[config.mk]
export PLATFORM = sky130hd
export DESIGN_NAME = time_counter_param
export DESIGN_NICKNAME = d
export VERILOG_FILES = /design/src/rtl/time_counter_param.sv
export SDC_FILE = /design/constraint.sdc
export NUM_CORES = 1
export LEC_CHECK = 0
export ABC_CLOCK_PERIOD_IN_PS = 2140
export BUFFER_PORTS_ARGS = -buffer_cell sky130_fd_sc_hd__buf_2
export CORE_AREA = 2 2 39 41
export DETAILED_ROUTE_END_ITERATION = 10
export DIE_AREA = 0 0 41 43
export SLEW_MARGIN = 20
export SYNTH_ARGS = -nofsm -noshare
export SYNTH_HDL_FRONTEND = slang
export SYNTH_SLANG_ARGS = --single-unit
[constraint.sdc]
create_clock -name clk -period 2.14 [get_ports clk]
set_clock_uncertainty 0.05 [all_clocks]
set_input_delay 0.428 -clock clk [delete_from_list [all_inputs] [get_ports clk]]
set_output_delay 0.428 -clock clk [all_outputs]
set_load 0.01 [all_outputs]
[src/rtl/time_counter_param.sv]
// time_counter_param: modulo-MODULUS up/down counter with count enable,
// synchronous load (clamped to MODULUS-1), a clock-enable prescaler and
// a one-cycle terminal-count pulse plus a sticky wrapped flag.
//
// Ports:
//   clk          rising-edge clock
//   clrn         synchronous active-low reset
//   enable       count enable; low holds count and prescaler
//   up           direction, 1 = up, 0 = down (sampled at each step)
//   load         synchronous load strobe (beats enable)
//   load_value   value to load, clamped to MODULUS-1
//   clr_wrapped  clears the sticky wrapped flag (a same-edge set wins)
//   count        current count, 0..MODULUS-1 (registered)
//   tc           one-cycle terminal-count pulse (registered)
//   wrapped      sticky flag, set whenever tc fires (registered)
module time_counter_param #(
  parameter int unsigned WIDTH    = 4,
  parameter int unsigned MODULUS  = 16,
  parameter int unsigned PRESCALE = 1
) (
  input  logic             clk,
  input  logic             clrn,
  input  logic             enable,
  input  logic             up,
  input  logic             load,
  input  logic [WIDTH-1:0] load_value,
  input  logic             clr_wrapped,
  output logic [WIDTH-1:0] count,
  output logic             tc,
  output logic             wrapped
);

  localparam int unsigned PW = (PRESCALE > 1) ? $clog2(PRESCALE) : 1;
  localparam logic [WIDTH-1:0] CNT_MAX = WIDTH'(MODULUS - 1);
  localparam logic [PW-1:0]    PRE_MAX = PW'(PRESCALE - 1);
  // One extra bit so MODULUS == 2**WIDTH is representable for the clamp.
  localparam logic [WIDTH:0]   MOD_EXT = (WIDTH + 1)'(MODULUS);

  // Reject illegal parameter sets at elaboration.
  if ((MODULUS < 2) || (longint'(MODULUS) > (longint'(1) << WIDTH)) ||
      (PRESCALE < 1)) begin : g_param_err
    $fatal(1, "time_counter_param: illegal WIDTH/MODULUS/PRESCALE");
  end

  logic [WIDTH-1:0] r_count;
  logic [PW-1:0]    r_pre;
  logic             r_tc;
  logic             r_wrapped;

  logic [WIDTH-1:0] w_count_nxt;
  logic [PW-1:0]    w_pre_nxt;
  logic             w_tc_nxt;
  logic             w_wrapped_nxt;
  logic [WIDTH-1:0] w_load_clamped;

  assign w_load_clamped = ({1'b0, load_value} >= MOD_EXT) ? CNT_MAX : load_value;

  // Next-state: load beats step; tc only on a wrapping step.
  always_comb begin
    w_count_nxt   = r_count;
    w_pre_nxt     = r_pre;
    w_tc_nxt      = 1'b0;
    w_wrapped_nxt = r_wrapped & ~clr_wrapped;

    if (load) begin
      w_count_nxt = w_load_clamped;
      w_pre_nxt   = '0;
    end else if (enable) begin
      if (r_pre == PRE_MAX) begin
        w_pre_nxt = '0;
        if (up) begin
          if (r_count == CNT_MAX) begin
            w_count_nxt = '0;
            w_tc_nxt    = 1'b1;
          end else begin
            w_count_nxt = r_count + WIDTH'(1);
          end
        end else begin
          if (r_count == '0) begin
            w_count_nxt = CNT_MAX;
            w_tc_nxt    = 1'b1;
          end else begin
            w_count_nxt = r_count - WIDTH'(1);
          end
        end
      end else begin
        w_pre_nxt = r_pre + PW'(1);
      end
    end

    // Set beats a simultaneous clear.
    if (w_tc_nxt) begin
      w_wrapped_nxt = 1'b1;
    end
  end

  // State register with synchronous reset.
  always_ff @(posedge clk) begin
    if (!clrn) begin
      r_count   <= '0;
      r_pre     <= '0;
      r_tc      <= 1'b0;
      r_wrapped <= 1'b0;
    end else begin
      r_count   <= w_count_nxt;
      r_pre     <= w_pre_nxt;
      r_tc      <= w_tc_nxt;
      r_wrapped <= w_wrapped_nxt;
    end
  end

  assign count   = r_count;
  assign tc      = r_tc;
  assign wrapped = r_wrapped;

endmodule
==> qor.yml <==
diodes: 0
num-nets-final: 78
syn_inst: 50
period_share_pct: 71.8
cp_top_family: "flip-flops"
via_per_inst: 5.06
finalMaxSlewViolations: 0
clk_pin_slew_ns: 0.05
grt_pass1_vias: 364
start_kind: "register"
avgSynthCellArea_um2: 8.93
totalWireLength_um: 938
ys_ff_latch: 6
layout_common_cells: "15 x buf_2, 6 x dfxtp_1"
cts_buffers: 3
dr.pass1.iters: 4
slew-limit-headroom_pct: 76.5
syn_to_final_growth_pct: 20.2
final_common_cell: "buf_2"
cts_tree: "built"
htree_levels: 1
wire_per_inst_um: 11.7
worst_path_max_delay_cell: "dfxtp_1"
synth_area_leaders: "dfxtp_1 27%, ha_1 5.6%, nor3b_2 5.6%"
final_cell_area_um2: 537
cts_buffer_depth: 2
clock.fmax_ghz: 0.651
critPathCaptureType: "register"
drt_iter0_drc: 8
cts_resized: 0
grt_pass1_wl_um: 1530
syn_area_um2: 447
syn_nets: 62
grt_start_max_net_pins: 11
cts_setup_buffers: 0
critPathMaxStageDelay_ns: 0.42
crit_type: "reg -> reg"
worst_pin_slew_ns: 0.353
core_mm2: 0.00138
finalPower_w: 0.000321
finalSetupViolations: 0
vdd_drop_max_mv: 0.303
min_path_type: "in -> reg"
dieArea_mm2: 0.00176
die-width_um: 41
synth_seq_area_share_pct: 26.9
ant_nets: 0
cts-root-buf: "clkbuf_4"
place_area_um2: 514
cellPowerDensity_mw_per_mm2: 598
arrival_ns: 1.61
synth_cell_types: 31
min_period_ns: 1.54
post_route_cells_drive_above_1_share_pct: 35.9
cap_violations: 0
tns_ns: 0
io_pins: 16
cts_hold_buf: 0
crit_chain: "inv_1 > ha_1 > mux2_2 > nand2_1 > xor2_1 > a21oi_1"
initial_core_util_pct: 32.3
yosys.area.top_type: "dfxtp_1"
portBuffers: 15
synth_top_area_share_pct: 26.9
synthArstFlopShare_pct: 0
antenna_found_initial: 0
std_cell_rows: 14
overflow: 0
yosys_warnings: 0
routabilityCongestion: 0.749
ys.flop_type: "dfxtp_1"
cp_max_fo: 7
clock-sinks: 6
routed-via-count: 405
p_leak_nw: 0.242
rsz0062_at_grt: "false"
cp.required_ns: 2.22
synth_edf_count: 0
outcome: "completed"
final-hold-violation-count: 0
crit_buf_inv: 1
dpl.hpwl_um: 706
dieHeight_um: 43
clock_latency_ns: 0.24
grtUsageTotal_pct: 13.4
drcViolationCount: 0
-- sequential cells by signal, summed over array words and instances, names as in the netlist --
name,count
tc,1
count,4
wrapped,1
-- final cells by class --
class                           instances  area, µm²
Tap cell                               16       20.0
Clock buffer                            3       22.5
Fill cell                             146        847
Sequential cell                         6        120
Timing Repair Buffer                   15       75.1
Multi-Input combinational cell         36        284
Inverter                                4       15.0
-- stage by stage --
stage          hold WS [ns]  cells  worst slack, ns  utilization [%]
3_3_place_gp          0.503     77            0.684             37.2
6_report              0.414     80            0.604             38.8
4_1_cts               0.409     80            0.599             38.8
3_5_place_dp          0.508     77            0.622             37.2
2_1_floorplan         0.496     50            0.685                -
5_1_grt               0.424     80            0.503             38.8
-- where the power goes --
group          switching [W]  leakage, nW  internal (W)
Clock              0.0000427       0.0138     0.0000636
Sequential         0.0000159       0.0495      0.000120
Combinational      0.0000376        0.178     0.0000417
Total              0.0000962        0.242      0.000225
-- synthesized netlist by cell type (all sizes together), types with 2 or more instances --
cell   n
nor3   2
nor2b  2
mux2i  2
o21a   2
a21oi  2
ha     2
nand2  3
inv    4
and2   2
buf    3
nor3b  2
o21ai  3
dfxtp  6
-- kinds of logic after synthesis --
| family | share of synthesized area, % |
|---|---|
| DFF | 26.9 |
| muxes | 7.00 |
| adders and majority gates | 5.60 |
| AOI/OAI and AO/OA | 18.5 |
| xor gates and xnor gates | 3.92 |
| and+or+nand+nor | 28.6 |
| buffers and inverters | 9.52 |
-- layer usage --
layer	vias to the layer above	part of all wire [%]	global-route usage (%)
met5	-	0	0
met4	0	1.4	10.0
met3	2	4.5	4.71
met2	10	48	18.4
met1	186	46	16.2
li1	207	-	-
-- worst paths after layout --
check	start	endpoint	slack (ns)	cells after the start
min	clrn	wrapped$_SDFF_PN0_	0.41	2
max	count[0]$_SDFFE_PN0P_	count[2]$_SDFFE_PN0P_	0.60	6
max reg2reg	count[0]$_SDFFE_PN0P_	count[2]$_SDFFE_PN0P_	0.60	6
min reg2reg	wrapped$_SDFF_PN0_	wrapped$_SDFF_PN0_	0.53	2
(Power assumes the default switching activity.)
